### src/rtl/sal_axi_cmd_pkg.sv
// Shared types, constants and register offsets for the SAL AXI command port.
// Legal command shape: 2-beat, 16-byte INCR bursts.
package sal_axi_cmd_pkg;

    localparam int AXI_ID_W   = 4;
    localparam int AXI_ADDR_W = 32;

    typedef logic [AXI_ID_W-1:0]   axi_id_t;
    typedef logic [AXI_ADDR_W-1:0] axi_addr_t;
    typedef logic [1:0]            axi_resp_t;

    localparam logic [2:0] AXI_SIZE_128   = 3'b100;
    localparam logic [1:0] AXI_BURST_INCR = 2'b01;
    localparam axi_resp_t  RESP_OKAY      = 2'b00;
    localparam axi_resp_t  RESP_SLVERR    = 2'b10;

    localparam logic [11:0] REG_CTRL   = 12'h000;
    localparam logic [11:0] REG_STATUS = 12'h004;
    localparam logic [11:0] REG_AW_CNT = 12'h008;
    localparam logic [11:0] REG_AR_CNT = 12'h00C;
    localparam logic [11:0] REG_B_CNT  = 12'h010;

    function automatic logic cmd_err(
        input logic [7:0] len,
        input logic [2:0] size,
        input logic [1:0] burst
    );
        return !(len == 8'd1 &&
                 size == AXI_SIZE_128 &&
                 burst == AXI_BURST_INCR);
    endfunction

endpackage

### src/rtl/sal_sync_fifo.sv
// Synchronous FIFO with occupancy level; push ignored when full,
// pop ignored when empty. Depth must be a power of two (>= 2).
module sal_sync_fifo #(
    parameter int W = 8,
    parameter int D = 2
) (
    input  logic             clk,
    input  logic             rst_n,
    input  logic             push,
    input  logic [W-1:0]     din,
    input  logic             pop,
    output logic [W-1:0]     dout,
    output logic             full,
    output logic             empty,
    output logic [$clog2(D):0] level
);

    localparam int AW = $clog2(D);

    logic [W-1:0] mem [D];
    logic [AW:0]  wptr;
    logic [AW:0]  rptr;
    logic         do_push;
    logic         do_pop;

    assign level   = wptr - rptr;
    assign full    = level == (AW+1)'(D);
    assign empty   = level == '0;
    assign do_push = push && !full;
    assign do_pop  = pop && !empty;
    assign dout    = mem[rptr[AW-1:0]];

    always_ff @(posedge clk) begin
        if (do_push)
            mem[wptr[AW-1:0]] <= din;
    end

    // Reset input is active-high despite its name.
    always_ff @(posedge clk or posedge rst_n) begin
        if (rst_n) begin
            wptr <= '0;
            rptr <= '0;
        end else begin
            if (do_push)
                wptr <= wptr + 1'b1;
            if (do_pop)
                rptr <= rptr + 1'b1;
        end
    end

endmodule

### src/rtl/sal_axi_cmd_port.sv
// AXI AW/AR/B command front-end with APB control window.
// Optional `SAL_PERF_CNT_EN adds AW/AR/B handshake counters.
module sal_axi_cmd_port
    import sal_axi_cmd_pkg::*;
#(
    parameter int ID_W       = 4,
    parameter int ADDR_W     = 32,
    parameter int CMDQ_DEPTH = 2,
    parameter int BQ_DEPTH   = 4
) (
    input  logic              clk,
    input  logic              rst_n,
    input  logic              psel,
    input  logic              penable,
    input  logic              pwrite,
    input  logic [11:0]       paddr,
    input  logic [31:0]       pwdata,
    output logic [31:0]       prdata,
    output logic              pready,
    output logic              pslverr,
    input  logic              awvalid,
    output logic              awready,
    input  logic [ID_W-1:0]   awid,
    input  logic [ADDR_W-1:0] awaddr,
    input  logic [7:0]        awlen,
    input  logic [2:0]        awsize,
    input  logic [1:0]        awburst,
    input  logic              arvalid,
    output logic              arready,
    input  logic [ID_W-1:0]   arid,
    input  logic [ADDR_W-1:0] araddr,
    input  logic [7:0]        arlen,
    input  logic [2:0]        arsize,
    input  logic [1:0]        arburst,
    output logic              bvalid,
    input  logic              bready,
    output logic [ID_W-1:0]   bid,
    output logic [1:0]        bresp,
    output logic              wcmd_valid,
    input  logic              wcmd_ready,
    output logic [ID_W-1:0]   wcmd_id,
    output logic [ADDR_W-1:0] wcmd_addr,
    output logic              wcmd_err,
    output logic              rcmd_valid,
    input  logic              rcmd_ready,
    output logic [ID_W-1:0]   rcmd_id,
    output logic [ADDR_W-1:0] rcmd_addr,
    output logic              rcmd_err,
    input  logic              wr_done,
    input  logic [ID_W-1:0]   wr_done_id,
    input  logic              wr_done_err,
    output logic              wr_done_ready
);

    localparam int CW = ID_W + ADDR_W + 1;
    localparam int BW = ID_W + 1;
    localparam int CL = $clog2(CMDQ_DEPTH) + 1;
    localparam int BL = $clog2(BQ_DEPTH) + 1;

    logic          en;
    logic          bovf;
    logic          aw_full, aw_empty, ar_full, ar_empty;
    logic          b_full, b_empty;
    logic [CL-1:0] aw_lvl, ar_lvl;
    logic [BL-1:0] b_lvl;
    logic [CW-1:0] aw_dout, ar_dout;
    logic [BW-1:0] b_dout;
    logic          aw_hs, ar_hs, b_hs;
    logic          b_push, b_drop;
    logic          b_err;
    logic [31:0]   aw_cnt, ar_cnt, b_cnt;
    logic [31:0]   status, rdata;
    logic          acc, wr, hit, ro;
    logic          unused_pwdata;

    assign awready = en && !aw_full && !rst_n;
    assign arready = en && !ar_full && !rst_n;
    assign aw_hs   = awvalid && awready;
    assign ar_hs   = arvalid && arready;

    sal_sync_fifo #(.W(CW), .D(CMDQ_DEPTH)) u_aw_q (
        .clk(clk), .rst_n(rst_n),
        .push(aw_hs),
        .din({cmd_err(awlen, awsize, awburst), awaddr, awid}),
        .pop(wcmd_valid && wcmd_ready),
        .dout(aw_dout), .full(aw_full),
        .empty(aw_empty), .level(aw_lvl)
    );

    sal_sync_fifo #(.W(CW), .D(CMDQ_DEPTH)) u_ar_q (
        .clk(clk), .rst_n(rst_n),
        .push(ar_hs),
        .din({cmd_err(arlen, arsize, arburst), araddr, arid}),
        .pop(rcmd_valid && rcmd_ready),
        .dout(ar_dout), .full(ar_full),
        .empty(ar_empty), .level(ar_lvl)
    );

    assign wcmd_valid = !aw_empty;
    assign {wcmd_err, wcmd_addr, wcmd_id} = aw_dout;
    assign rcmd_valid = !ar_empty;
    assign {rcmd_err, rcmd_addr, rcmd_id} = ar_dout;

    assign wr_done_ready = !b_full;
    assign b_push = wr_done && wr_done_ready;
    assign b_drop = wr_done && !wr_done_ready;
    assign b_hs   = bvalid && bready;

    sal_sync_fifo #(.W(BW), .D(BQ_DEPTH)) u_b_q (
        .clk(clk), .rst_n(rst_n),
        .push(b_push), .din({wr_done_err, wr_done_id}),
        .pop(b_hs),
        .dout(b_dout), .full(b_full),
        .empty(b_empty), .level(b_lvl)
    );

    assign bvalid       = !b_empty;
    assign {b_err, bid} = b_dout;
    assign bresp        = b_err ? RESP_SLVERR : RESP_OKAY;

    assign pready = 1'b1;
    assign acc    = psel && penable && !rst_n;
    assign wr     = acc && pwrite;
    assign unused_pwdata = ^{pwdata[31:17], pwdata[15:1]};

    always_comb begin
        status        = '0;
        status[1:0]   = 2'(aw_lvl);
        status[5:4]   = 2'(ar_lvl);
        status[10:8]  = 3'(b_lvl);
        status[16]    = bovf;
    end

    always_comb begin
        rdata = '0;
        hit   = 1'b1;
        ro    = 1'b1;
        unique case (paddr)
            REG_CTRL:   begin rdata = {31'b0, en}; ro = 1'b0; end
            REG_STATUS: begin rdata = status; ro = 1'b0; end
            REG_AW_CNT: rdata = aw_cnt;
            REG_AR_CNT: rdata = ar_cnt;
            REG_B_CNT:  rdata = b_cnt;
            default:    hit = 1'b0;
        endcase
    end

    assign prdata  = acc ? rdata : '0;
    assign pslverr = acc && (!hit || (pwrite && ro));

    // A drop in the same cycle as a clear keeps the overflow flag set.
    always_ff @(posedge clk or posedge rst_n) begin
        if (rst_n) begin
            en   <= 1'b1;
            bovf <= 1'b0;
        end else begin
            if (wr && paddr == REG_CTRL)
                en <= pwdata[0];
            if (b_drop)
                bovf <= 1'b1;
            else if (wr && paddr == REG_STATUS && pwdata[16])
                bovf <= 1'b0;
        end
    end

`ifdef SAL_PERF_CNT_EN
    always_ff @(posedge clk or posedge rst_n) begin
        if (rst_n) begin
            aw_cnt <= '0;
            ar_cnt <= '0;
            b_cnt  <= '0;
        end else begin
            if (aw_hs) aw_cnt <= aw_cnt + 32'd1;
            if (ar_hs) ar_cnt <= ar_cnt + 32'd1;
            if (b_hs)  b_cnt  <= b_cnt + 32'd1;
        end
    end
`else
    assign aw_cnt = '0;
    assign ar_cnt = '0;
    assign b_cnt  = '0;
`endif

endmodule

### config.mk
export PLATFORM = sky130hd
export DESIGN_NAME = sal_axi_cmd_port
export DESIGN_NICKNAME = d
export VERILOG_FILES = /design/src/rtl/sal_axi_cmd_pkg.sv /design/src/rtl/sal_sync_fifo.sv /design/src/rtl/sal_axi_cmd_port.sv
export SDC_FILE = /design/constraint.sdc
export NUM_CORES = 1
export LEC_CHECK = 0
export ABC_AREA = 1
export CAP_MARGIN = 20
export CELL_PAD_IN_SITES_DETAIL_PLACEMENT = 0
export CELL_PAD_IN_SITES_GLOBAL_PLACEMENT = 1
export CORE_MARGIN = 1.5
export CORE_UTILIZATION = 36
export DETAILED_ROUTE_END_ITERATION = 10
export GPL_TIMING_DRIVEN = 0
export PLACE_DENSITY = 0.86
export SLEW_MARGIN = 20
export SYNTH_ARGS = -nofsm -noshare
export SYNTH_HDL_FRONTEND = slang
export SYNTH_SLANG_ARGS = --single-unit
export TNS_END_PERCENT = 5
### constraint.sdc
create_clock -name clk -period 9 [get_ports clk]
set_input_delay 0.9 -clock clk [delete_from_list [all_inputs] [get_ports clk]]
set_output_delay 0.9 -clock clk [all_outputs]
set_load 0.03 [all_outputs]
# Word level (Yosys, flattened, before mapping)
# Memories as Yosys holds them, arrays and structs flattened.
# Index checks and enable logic that the tools add are counted.
# Widths: inputs -> output; s select.
# totals
ramBits,168
word_cells,93
output_inout_bits,120
n_memories,3
ff_bits,16
input_bits,158
# classes
addsub,9
n_reduce_logical,47
eq_ne,13
mux,13
# mem_list
memory,words,width,rd,rd_ports_with_merged_regs,write_ports,line_no,source
u_ar_q.mem,2,37,1,0,1,sal_sync_fifo.sv:20,logic [W-1:0] mem [D];
u_aw_q.mem,2,37,1,0,1,sal_sync_fifo.sv:20,
u_b_q.mem,4,5,1,0,1,sal_sync_fifo.sv:20,
# op_table
cell,count
$pmux 17 s2,1
$mux 32,1
$logic_and 1x1->1,29
$eq 12x4->1 const B,2
$eq 8x1->1 const B,2
$eq 12x3->1 const B,1
$eq 12x5->1 const B,1
$logic_not 12->1,1
$logic_not 1->1,10
$mux 1,10
$eq 3x3->1 const B,3
$add 2x1->2 const B,4
$add 3x1->3 const B,2
$reduce_or 5->1,1
$eq 2x1->1 const B,2
$eq 2x2->1 const B,2
$logic_not 2->1,2
$sub 2x2->2,2
$logic_not 3->1,1
$sub 3x3->3,1
$mux 2,1
$reduce_bool 2->1,1
$reduce_or 2->1,1
$logic_or 1x1->1,1

# Depth between registers and ports, before layout
# Gate-level depths: netlist of the first run.
# logic_depth
word_depth,9
depth_mapped,11
depth_no_buf,11

# Modules after synthesis
# A second synthesis of the first run with hierarchy kept.
# hier_totals
cells_unflattened,632
hier_area_um2,7877.6
# by_module_without_submodules
mod,instances,area_per_inst_um2,cells_each,seq_area_each_um2
sal_sync_fifo (u_aw_q),1,2979.1,234,2322.2
sal_sync_fifo (u_ar_q),1,2962.8,161,2322.2
sal_sync_fifo (u_b_q),1,1234.9,117,750.7
sal_axi_cmd_port,1,700.7,120,51.3

# Worst setup path before layout of the first run
# OpenSTA, ideal clock, no wires.
# synth_timing
kind,input to register
start,input port rst_n
end,"memory u_ar_q.mem[1][0] in the netlist's numbering, enable pin"
path_stages,3
t_required_ps,8569
path_buffers,0
path_slack_ps,5618
arrival_ps,2951
setup_ps,431
cell_sequence,nor2_1 -> nand3_1 -> nor2_1
# synth_between
elab_chain_len,6
# synth_lines
item,line_no,source
"start, declared",sal_axi_cmd_port.sv:12,"input logic rst_n,"
$logic_not 1->1 (no line),-,
$logic_and 1x1->1,sal_axi_cmd_port.sv:77,assign arready = en && !ar_full && !rst_n;
$logic_and 1x1->1,sal_axi_cmd_port.sv:79,assign ar_hs = arvalid && arready;
$logic_and 1x1->1,sal_sync_fifo.sv:29,assign do_push = push && !full;
$mux 1,sal_sync_fifo.sv:34,if (do_push)
$mux 1 (not written as such),sal_sync_fifo.sv:35,mem[wptr[AW-1:0]] <= din;
"end, declared",sal_sync_fifo.sv:20,
# Every way passes these cells.

# Worst setup path after layout of the first run
# layout_timing
start,input port rst_n
end,output port prdata[0]
# layout_between
elab_chain_len,3
# layout_lines
item,line_no,source
$logic_not 1->1 (no line),-,
$logic_and 1x1->1,sal_axi_cmd_port.sv:122,assign acc = psel && penable && !rst_n;
$mux 32,sal_axi_cmd_port.sv:148,assign prdata = acc ? rdata : '0;
"end, declared",sal_axi_cmd_port.sv:18,"output logic [31:0] prdata,"
# Every way passes these cells.

==> results of run 1 <==
-- state kept, by name, summed over array words and instances (netlist names) --
signal	count
en	1
u_aw_q.rptr	2
bovf	1
u_b_q.rptr	3
u_b_q.mem	20
u_aw_q.mem	74
u_aw_q.wptr	2
u_ar_q.rptr	2
u_ar_q.wptr	2
u_ar_q.mem	74
u_b_q.wptr	3
-- cells by family after synthesis --
group / share of synthesized area [%]
mux: 11.0
simple gates: 8.30
buf+inv: 5.07
other cells: 0.0988
xor+xnor: 0.692
compound gates: 1.61
fa+ha+maj: 1.58
flops: 71.7
-- routing by layer --
metal | wire length, um | share of wire (%) | up-vias | track usage, %
met1 | 6030 | 38 | 2220 | 15.7
met3 | 1410 | 8.8 | 34 | 6.47
met2 | 7980 | 50 | 162 | 25.8
li1 | - | - | 2308 | -
met4 | 550 | 3.4 | 0 | 7.08
met5 | 0 | 0 | - | 0
-- synth_stat cells (3+ instances only) --
cell and count:
buf_2 8, buf_4 26, dfrtp_1 15, edfxtp_1 168
ha_1 8, inv_1 37, mux2_2 74, nand2_1 57
nand3_1 18, nand4_1 9, nor2_1 33, nor3_1 3
nor4_1 4, o21ai_0 12, o22ai_1 5, xor2_1 4
-- layout make-up --
cell class                 instances  area, um2
tap                              270        338
inverter                          38        143
fill                            1734       9570
buffer                            36        243
sequential                       184       5450
clock inverter                    14        160
timing repair buffer             225       2300
clock buffer                      17        425
multi-input combinational        272       1870
-- power by group --
group	total [mW]	switching, mW	internal, mW
clock	0.740	0.325	0.415
sequential	1.02	0.0380	0.979
combinational	1.05	0.589	0.457
-- path summary, 6_finish.rpt --
check | to | startpoint | depth (start not counted) | slack (ns)
max in group asynchronous | u_ar_q.rptr[0]$_DFFE_PP0P_ | rst_n | 2 | 7.61
worst max-delay path | prdata[0] | rst_n | 7 | 4.77
worst min-delay path | bovf$_DFFE_PP0P_ | bovf$_DFFE_PP0P_ | 2 | 0.48
worst min register to register | bovf$_DFFE_PP0P_ | bovf$_DFFE_PP0P_ | 2 | 0.48
min in group asynchronous | bovf$_DFFE_PP0P_ | rst_n | 2 | 0.93
worst max register to register | u_b_q.mem[3][4]$_DFFE_PP_ | u_b_q.wptr[0]$_DFFE_PP0P_ | 10 | 6.57
-- worst min-delay path: cells and delay by family (launching register included) --
kind / cells / cell delay, ns
simple gates: 2 / 0.11
flops: 1 / 0.35
==> results_dict.tcl, run 1 <==
set metrics [dict create \
    outcome "complete, no violations" \
    place_inst 1025 \
    cts_hold_buf 0 \
    clkLatencyLatePin_ns 0.42 \
    io_pins 278 \
    drt-total-wl_um 16000 \
    avgRoutedWirePerCell_um 15.1 \
    stdcell_area_um2 10900 \
    critPathKind "input port to output port" \
    worstSetupEndpointType "output port" \
    ys_seq_elements 184 \
    hp-class "flop to flop" \
    synth_ff_type "edfxtp_1" \
    fin_crit_sh_pct 47.0 \
    die_area_um2 22000 \
    pre_cts_slack_ns 4.64 \
    yosysWarnings 0 \
    final_util_pct 53.3 \
    final_common_cell "clkdlybuf4s50_1" \
    yosysTopAreaCell "edfxtp_1" \
    antenna_found_initial 0 \
    numCtsBuffers 17 \
    async_reset_ff_share_pct 8.70 \
    cp-start-kind "input port" \
    portBuffers 221 \
    place_area_um2 10300 \
    cts-resized-gates 0 \
    netlist_area_um2 7600 \
    path_clk_slew_ns 0.07 \
    clkSinkCount 184 \
    max_freq_mhz 237 \
    vias 4724 \
    overflow 0 \
    power_density_nw_per_um2 257 \
    grt_pass1_wl_um 25000 \
    finalCriticalPeriod_ns 4.23 \
    setup_viol 0 \
    worst_ep_required_time_ns 8.10 \
    skew_ns 0.00714 \
    dieHeight_um 148 \
    area_delta_synth_final_pct 43.8 \
    coreArea_um2 20500 \
    hpwl_um 12000 \
    die_w_um 148 \
    grt_pass1_vias 5013 \
    crit_buf_inv 4 \
    crit_arrival_ns 3.33 \
    mostFrequentLayoutCells "clkdlybuf4s50_1, edfxtp_1, mux2_2" \
    worst_slack_ns 4.77 \
    max_stage_delay_ns 0.70 \
    rsz0062_at_grt "false" \
    seq_area_frac_synth_pct 71.7 \
    via_per_inst 4.47 \
    maxCapViolCount 0 \
    slowest_stage "clkdlybuf4s50_1" \
    crit_chain "clkdlybuf4s50_1, inv_1, nand3_1, inv_1, nand4_4, o21ai_0, clkdlybuf4s50_1" \
    grt_max_degree 30 \
    ant_nets 0 \
    num-nets-final 941 \
    syn_avg_cell_area_um2 15.0 \
    dr.pass1.iters 6 \
    hold_ws_ns 0.480 \
    worstPathMaxFanout 17 \
    initial_core_util_pct 37.1 \
    synth_cells 506 \
    drtIter0Drc 179 \
    diodes 0 \
    synth_edf_count 168 \
    p_leak_nw 4.05 \
    final.setup.tns_ns 0 \
    tightest_slew_ns 0.727 \
    track_usage_pct 14.9 \
    synth.distinct_cells 33 \
    cts-root-buf "clkbuf_16" \
    slew_headroom_pct 51.5 \
    clk_path_buf_depth 2 \
    cts_tree "built" \
    drive_gt1_share_pct 19.8 \
    instances_no_fill 1056 \
    slew_viol_final 0 \
    crit_family "buffers and inverters" \
    synth.area.top_cells "edfxtp_1, mux2_2, dfrtp_1" \
    htree_levels 4 \
    final-hold-violation-count 0 \
    num_rows 52 \
    ir_worst_vdd_mv 0.139 \
    post_cts_buffers 0 \
    place_congestion 0.751 \
    p_total_mw 2.80 \
    remaining_drc_errors 0 \
    synth_top_area_share_pct 66.4 \
]
(Power assumes the default switching activity.)
==> run 2, diff against run 1 <==
Settings changed: CORE_UTILIZATION 36 to 35, PLACE_DENSITY 0.86 to 0.84.
Clock period 9 ns to 4.3 ns, I/O delays scaled along.
==> run 2 against run 1 <==
Die area is 2.8% higher. Global-route usage is 0.18 points lower. Clock power is 110% higher. Largest power group unchanged. Highest routed layer is now met5.
==> results_dict.tcl, run 2 (same netlist as run 1, synthesis figures left out) <==
set metrics [dict create \
    io_pins 278 \
    worstSetupEndpointType "output port" \
    avgRoutedWirePerCell_um 15.5 \
    slew_headroom_pct 50.0 \
    overflow 0 \
    area_delta_synth_final_pct 44.3 \
    crit_family "buffers and inverters" \
    ant_nets 0 \
    cp_num_cells 7 \
    rr_endpoint "u_b_q.mem[3][1]$_DFFE_PP_" \
    clkSinkCount 184 \
    fin_crit_sh_pct 78.2 \
    setup_viol 0 \
    die_w_um 150 \
    dr.pass1.iters 4 \
    track_usage_pct 14.8 \
    crit_arrival_ns 2.93 \
    cp-start-kind "input port" \
    maxCapViolCount 0 \
    worstPathMaxFanout 17 \
    numCtsBuffers 17 \
    worst_ep_required_time_ns 3.87 \
    slowest_stage "clkdlybuf4s50_1" \
    grt_pass1_wl_um 25100 \
    rr_worst_depth 10 \
    place_congestion 0.718 \
    skew_ns 0.0121 \
    critPathKind "input port to output port" \
    slew_viol_final 0 \
    drtIter0Drc 162 \
    hp-class "input port to asynchronous set/reset pin" \
    r2r-start "u_b_q.wptr[0]$_DFFE_PP0P_" \
    grt_pass1_vias 4708 \
    crit_buf_inv 4 \
    power_density_nw_per_um2 538 \
    finalCriticalPeriod_ns 3.36 \
    cts-root-buf "clkbuf_16" \
    antenna_found_initial 1 \
    num_rows 53 \
    post_cts_buffers 0 \
    drt-total-wl_um 16500 \
    dieHeight_um 150 \
    via_per_inst 4.45 \
    htree_levels 4 \
    hpwl_um 12100 \
    portBuffers 221 \
    grt_max_degree 33 \
    tightest_slew_ns 0.749 \
    clk_path_buf_depth 2 \
    diodes 0 \
    initial_core_util_pct 35.9 \
    max_stage_delay_ns 0.70 \
    cts_tree "built" \
    hold_ws_ns 0.479 \
    mostFrequentLayoutCells "clkdlybuf4s50_1, edfxtp_1, mux2_2" \
    remaining_drc_errors 0 \
    final_common_cell "clkdlybuf4s50_1" \
    crit_path_end "prdata[0]" \
    crit_chain "clkdlybuf4s50_1, inv_1, nand3_1, inv_1, nand4_4, o21ai_0, clkdlybuf4s50_1" \
    p_leak_nw 4.07 \
    outcome "complete, no violations" \
    path_clk_slew_ns 0.07 \
    ir_worst_vdd_mv 0.313 \
    vias 4725 \
    rrSetupSlack_ns 1.86 \
    final.setup.tns_ns 0 \
    coreArea_um2 21200 \
    clkLatencyLatePin_ns 0.42 \
    drive_gt1_share_pct 20.1 \
    final-hold-violation-count 0 \
    critPathLaunch "rst_n" \
    cts_hold_buf 0 \
    die_area_um2 22600 \
    num-nets-final 941 \
    max_freq_mhz 297 \
    cts-resized-gates 0 \
    rsz0062_at_grt "false" \
]
-- run 2: through the flow --
step	instance area [um2]	worst slack (ns)	util (%)	total power, mW	std cells
floorplan	7690	1.28	-	3.56	530
global route	11000	0.612	51.8	6.20	1062
CTS	11000	0.803	51.8	5.96	1062
global placement	10200	-0.286	48.4	4.36	1026
finish	11000	0.935	51.8	5.90	1062
detailed placement	10300	0.800	48.9	4.38	1030
-- run 2: power by group --
group          switching [mW]  internal, mW
Sequential             0.0818          2.05
Combinational            1.24         0.956
Clock                   0.777         0.799
Total                    2.10          3.80
-- run 2: worst min-delay path by stage --
stage                startpoint                    endpoint  slack [ns]  cells after the start
5_1_grt        bovf$_DFFE_PP0P_            bovf$_DFFE_PP0P_        0.53                      2
3_3_place_gp   bovf$_DFFE_PP0P_            bovf$_DFFE_PP0P_        0.46                      2
6_report                  rst_n  u_aw_q.rptr[0]$_DFFE_PP0P_        0.48                      2
4_1_cts        bovf$_DFFE_PP0P_            bovf$_DFFE_PP0P_        0.48                      2
2_1_floorplan             rst_n            bovf$_DFFE_PP0P_        0.35                      1
3_5_place_dp   bovf$_DFFE_PP0P_            bovf$_DFFE_PP0P_        0.46                      2
-- run 2: final cells by class --
type / count / area (um2)
fill: 1786 / 10200
sequential: 184 / 5450
timing repair buffer: 225 / 2300
multi-input combinational: 272 / 1870
clock buffer: 17 / 425
tap: 275 / 344
buffer: 36 / 243
clock inverter: 15 / 195
inverter: 38 / 143
-- run 2: routing by layer --
| metal | wire [um] | part of all wire, % | vias up | track usage (%) |
|---|---|---|---|---|
| met2 | 8270 | 50 | 157 | 24.2 |
| li1 | - | - | 2326 | - |
| met4 | 243 | 1.5 | 2 | 5.39 |
| met5 | 13 | 0.079 | - | 0 |
| met1 | 6540 | 40 | 2220 | 17.7 |
| met3 | 1400 | 8.5 | 20 | 5.67 |
==> run 3, diff against run 2 <==
Settings changed: CORE_UTILIZATION 35 to 32, PLACE_DENSITY 0.84 to 0.81.
Clock period 4.3 ns to 3 ns, I/O delays scaled along.
==> run 3 against run 2 <==
Via count barely moved. Register-to-register slack got worse by 1.3 ns. Sequential share of layout area down 0.057 points. Non-clock buffer count is the same. Sequential cell count unchanged. Clock power is 36% higher. Critical path depth is the same. Sequential power rose by 43%. Die area grew 9.2%. Utilization shrank 4.9 points. Cell area grew 0.11%. Routed wire length is 0.25% higher. Highest routed layer is now met4.
==> results_dict.tcl, run 3 (same netlist as run 1, synthesis figures left out) <==
set metrics [dict create \
    slew_headroom_pct 61.8 \
    pwr-share-seq_pct 36.7 \
    place_area_um2 10400 \
    crit_family "buffers and inverters" \
    overflow 0 \
    drive_gt1_share_pct 19.9 \
    path_clk_slew_ns 0.07 \
    remaining_drc_errors 0 \
    clockPowerShare_pct 25.9 \
    r2r-start "u_b_q.wptr[0]$_DFFE_PP0P_" \
    ant_nets 0 \
    dieHeight_um 157 \
    place_congestion 0.729 \
    tightest_slew_ns 0.571 \
    track_usage_pct 13.6 \
    htree_levels 4 \
    coreArea_um2 23400 \
    combPwrFrac_pct 37.4 \
    die_area_um2 24700 \
    diodes 0 \
    grt_pass1_wl_um 25300 \
    rr_worst_depth 10 \
    grt_pass1_vias 4737 \
    worstPathMaxFanout 17 \
    avgRoutedWirePerCell_um 14.9 \
    clk_path_buf_depth 2 \
    internal_power_mw 5.39 \
    crit_arrival_ns 2.52 \
    drt-total-wl_um 16500 \
    critPathKind "input port to output port" \
    outcome "complete, no violations" \
    pre_cts_slack_ns -0.303 \
    area_delta_synth_final_pct 44.5 \
    crit_path_end "prdata[4]" \
    crit_top_cell "clkdlybuf4s50_1" \
    antenna_found_initial 0 \
    vias 4729 \
    mostFrequentLayoutCells "clkdlybuf4s50_1, edfxtp_1, mux2_2" \
    p_leak_nw 4.15 \
    fin_crit_sh_pct 94.0 \
    skew_ns 0.0105 \
    cp_num_cells 7 \
    num_rows 56 \
    numCtsBuffers 17 \
    hpwl_um 12000 \
    final_common_cell "clkdlybuf4s50_1" \
    dr.pass1.iters 6 \
    grt_max_degree 29 \
    final-hold-violation-count 0 \
    num-nets-final 941 \
    rsz0062_at_grt "false" \
    worst_ep_required_time_ns 2.70 \
    p_total_mw 8.31 \
    switching_share_pct 35.1 \
    worst_slack_ns 0.179 \
    finalCriticalPeriod_ns 2.82 \
    crit_buf_inv 4 \
    clkLatencyLatePin_ns 0.42 \
    power_density_nw_per_um2 756 \
    switching_power_mw 2.91 \
    crit_chain "clkdlybuf4s50_1, clkinvlp_4, nand3_1, inv_1, nand4_4, nor2_1, clkdlybuf4s50_1" \
    stdcell_area_um2 11000 \
    drtIter0Drc 148 \
    ir_worst_vdd_mv 0.431 \
    nFillCells 2110 \
    setup_viol 0 \
    portBuffers 221 \
    initial_core_util_pct 32.5 \
    io_pins 278 \
    rrSetupSlack_ns 0.55 \
    cts-root-buf "clkbuf_16" \
    worstSetupEndpointType "output port" \
    slowest_stage "clkdlybuf4s50_1" \
    slew_viol_final 0 \
    maxCapViolCount 0 \
    hp-class "input port to asynchronous set/reset pin" \
    rr_endpoint "u_b_q.mem[3][3]$_DFFE_PP_" \
    via_per_inst 4.28 \
    max_freq_mhz 354 \
    cts_hold_buf 0 \
    cts_tree "built" \
    cp-start-kind "input port" \
    max_stage_delay_ns 0.74 \
    clkSinkCount 184 \
    critPathLaunch "rst_n" \
    post_cts_buffers 0 \
    die_w_um 157 \
]
## run 3: worst min path at each step
stage / startpoint / endpoint / slack [ns] / depth (start not counted)
after CTS: rst_n / u_aw_q.rptr[0]$_DFFE_PP0P_ / 0.26 / 2
after global routing: rst_n / u_aw_q.rptr[0]$_DFFE_PP0P_ / 0.28 / 2
after global placement: bovf$_DFFE_PP0P_ / bovf$_DFFE_PP0P_ / 0.46 / 2
after floorplan: rst_n / bovf$_DFFE_PP0P_ / 0.22 / 1
after detailed placement: bovf$_DFFE_PP0P_ / bovf$_DFFE_PP0P_ / 0.46 / 2
final: rst_n / u_aw_q.rptr[0]$_DFFE_PP0P_ / 0.26 / 2
## run 3: per-stage QoR
step	hold slack [ns]	util, %	std cells	setup TNS [ns]
final	0.258	46.9	1106	0
after global routing	0.278	46.9	1106	0
after CTS	0.264	46.8	1106	0
after detailed placement	0.464	44.4	1074	-2.11
after global placement	0.457	44.0	1070	-84.16
after floorplan	0.221	-	530	-0.677
## run 3: timing repair
item	CTS	global route
endpoints found under the setup margin	9	7
gates resized for setup	2	7
pin swaps	0	0
## run 3: metal layers
metal / up-vias / GRT usage, % / share of wire [%]
met3: 23 / 4.98 / 6.9
met5: - / 0 / 0
met4: 0 / 4.54 / 1.9
li1: 2318 / - / -
met1: 2256 / 15.6 / 40
met2: 132 / 23.5 / 52
## run 3: layout make-up
cell class | count | area [um2] | share of cell area (%)
Clock buffer | 17 | 425 | 3.87
Tap cell | 319 | 399 | 3.63
Buffer | 36 | 243 | 2.21
Inverter | 38 | 146 | 1.33
Clock inverter | 15 | 140 | 1.28
Multi-Input combinational cell | 272 | 1870 | 17.0
Sequential cell | 184 | 5450 | 49.6
Timing Repair Buffer | 225 | 2310 | 21.0
## run 3: power groups by stage
stage,Sequential (mW),Combinational (mW),Clock (mW)
after floorplan,3.07,2.03,0
after global placement,3.10,3.14,0
after detailed placement,3.11,3.14,0
after CTS,3.05,3.16,2.21
after global routing,3.07,3.36,2.32
final,3.04,3.11,2.15
==> RTL change (config.mk and constraints of run 3) <==
The option `SAL_PERF_CNT_EN` is turned on by a define.
--- a/src/rtl/sal_axi_cmd_port.sv
+++ b/src/rtl/sal_axi_cmd_port.sv
@@ -1,4 +1,6 @@
 // AXI AW/AR/B command front-end with APB control window.
 // Optional `SAL_PERF_CNT_EN adds AW/AR/B handshake counters.
+`define SAL_PERF_CNT_EN
+
 module sal_axi_cmd_port
     import sal_axi_cmd_pkg::*;
Formal check against the unedited RTL: not equivalent (Yosys sat finds a counterexample within 4 cycles, from zero or initial values and one cycle with rst_n high).
==> RTL change against run 3 <==
Critical path type unchanged. Global-route usage is 5.0 points higher. Cell area grew 72%. Highest routed layer is now met5. Power increased by 72%. Maximum frequency is 4.0% lower. Setup slack worse by 0.12 ns. Utilization is 4.4 points lower. Synthesized area up 90%. Routed wire length grew to 2.6 times the old value. Clock power is 86% higher. Sequential cell count up 96. Largest power group unchanged.
==> RTL change: results (changes against run 3) <==
| Metric | Value |
|---|---|
| #MultiIn Comb | `1165 (was 272)` |
| Vias per cell | `4.73 (was 4.28)` |
| Most frequent cell after synthesis | `nand2_1 (was edfxtp_1)` |
| Outcome | `completed (unchanged)` |
| Share of the synthesized netlist area taken by xor and xnor gates | `0.0315 (was 0.00692)` |
| DR pass1 iterations | `5 (was 6)` |
| Met1 Routed Length | `18900 um (was 6530 um)` |
| Synth top area cells | `edfxtp_1, dfrtp_1, nand2_1, nor2_1, mux2_2 (was edfxtp_1, mux2_2, dfrtp_1, nand2_1, buf_4)` |
| Post-Synthesis Cells | `1613 (was 506)` |
| Crit-path max cell delay | `0.55 ns (was 0.74 ns)` |
| Power Clock | `3.99 mW (was 2.15 mW)` |
| Compound-gate portion of the synthesized area | `0.0285 (was 0.0161)` |
| Reg-to-Reg End | `u_aw_q.mem[1][30] (was u_b_q.mem[3][3])` |
| R2R Path Start | `u_aw_q.wptr[0] (was u_b_q.wptr[0])` |
| Multi-input combinational area share | `0.312 (was 0.170)` |
| Routed wl met2 | `19700 um (was 8510 um)` |
| Peak VDD IR | `0.663 mV (was 0.431 mV)` |
| Clock Skews | `0.0363 ns (was 0.0105 ns)` |
| Inserted Clock Buffers | `34 (was 17)` |
| Non-clk buf share | `0.152 (was 0.232)` |
| Gate power share | `0.363 (was 0.374)` |
| Worst setup path endpoint | `prdata[1] (was prdata[4])` |
| Synth Area in Adders | `0.0109 (was 0.0158)` |
| Signal buffers | `298 (was 261)` |
| Top Metal Used | `met5 (was met4)` |
| Area of the die | `46400 um2 (was 24700 um2)` |
[RTL change: cell types whose count changed after synthesis, moves of 38 or more]
cell / delta
nor2_1: +203
dfrtp_1: +96
nand3_1: +72
xor2_1: +38
nand2_1: +488
inv_1: +83
[RTL change: worst min-delay path by stage]
| stage | to | slack (ns) | cells after the start |
|---|---|---|---|
| 3_3_place_gp | ar_cnt[31] | 0.49 | 2 |
| 2_1_floorplan | u_ar_q.mem[0][0] | 0.40 | 0 |
| 3_5_place_dp | u_b_q.rptr[2] | 0.49 | 2 |
| 4_1_cts | u_ar_q.wptr[1] | 0.10 | 2 |
| 5_1_grt | u_ar_q.wptr[1] | 0.13 | 2 |
| 6_report | u_ar_q.wptr[1] | 0.12 | 2 |
[RTL change: worst register-to-register path: stages (launching register included)]
cell      delay [ns]
dfrtp_1         0.40
inv_1           0.15
ha_1            0.19
nand3b_1        0.13
nand2_1         0.14
nand2_2         0.14
nand3_4         0.14
buf_2           0.28
nor2_4          0.39
buf_12          0.26
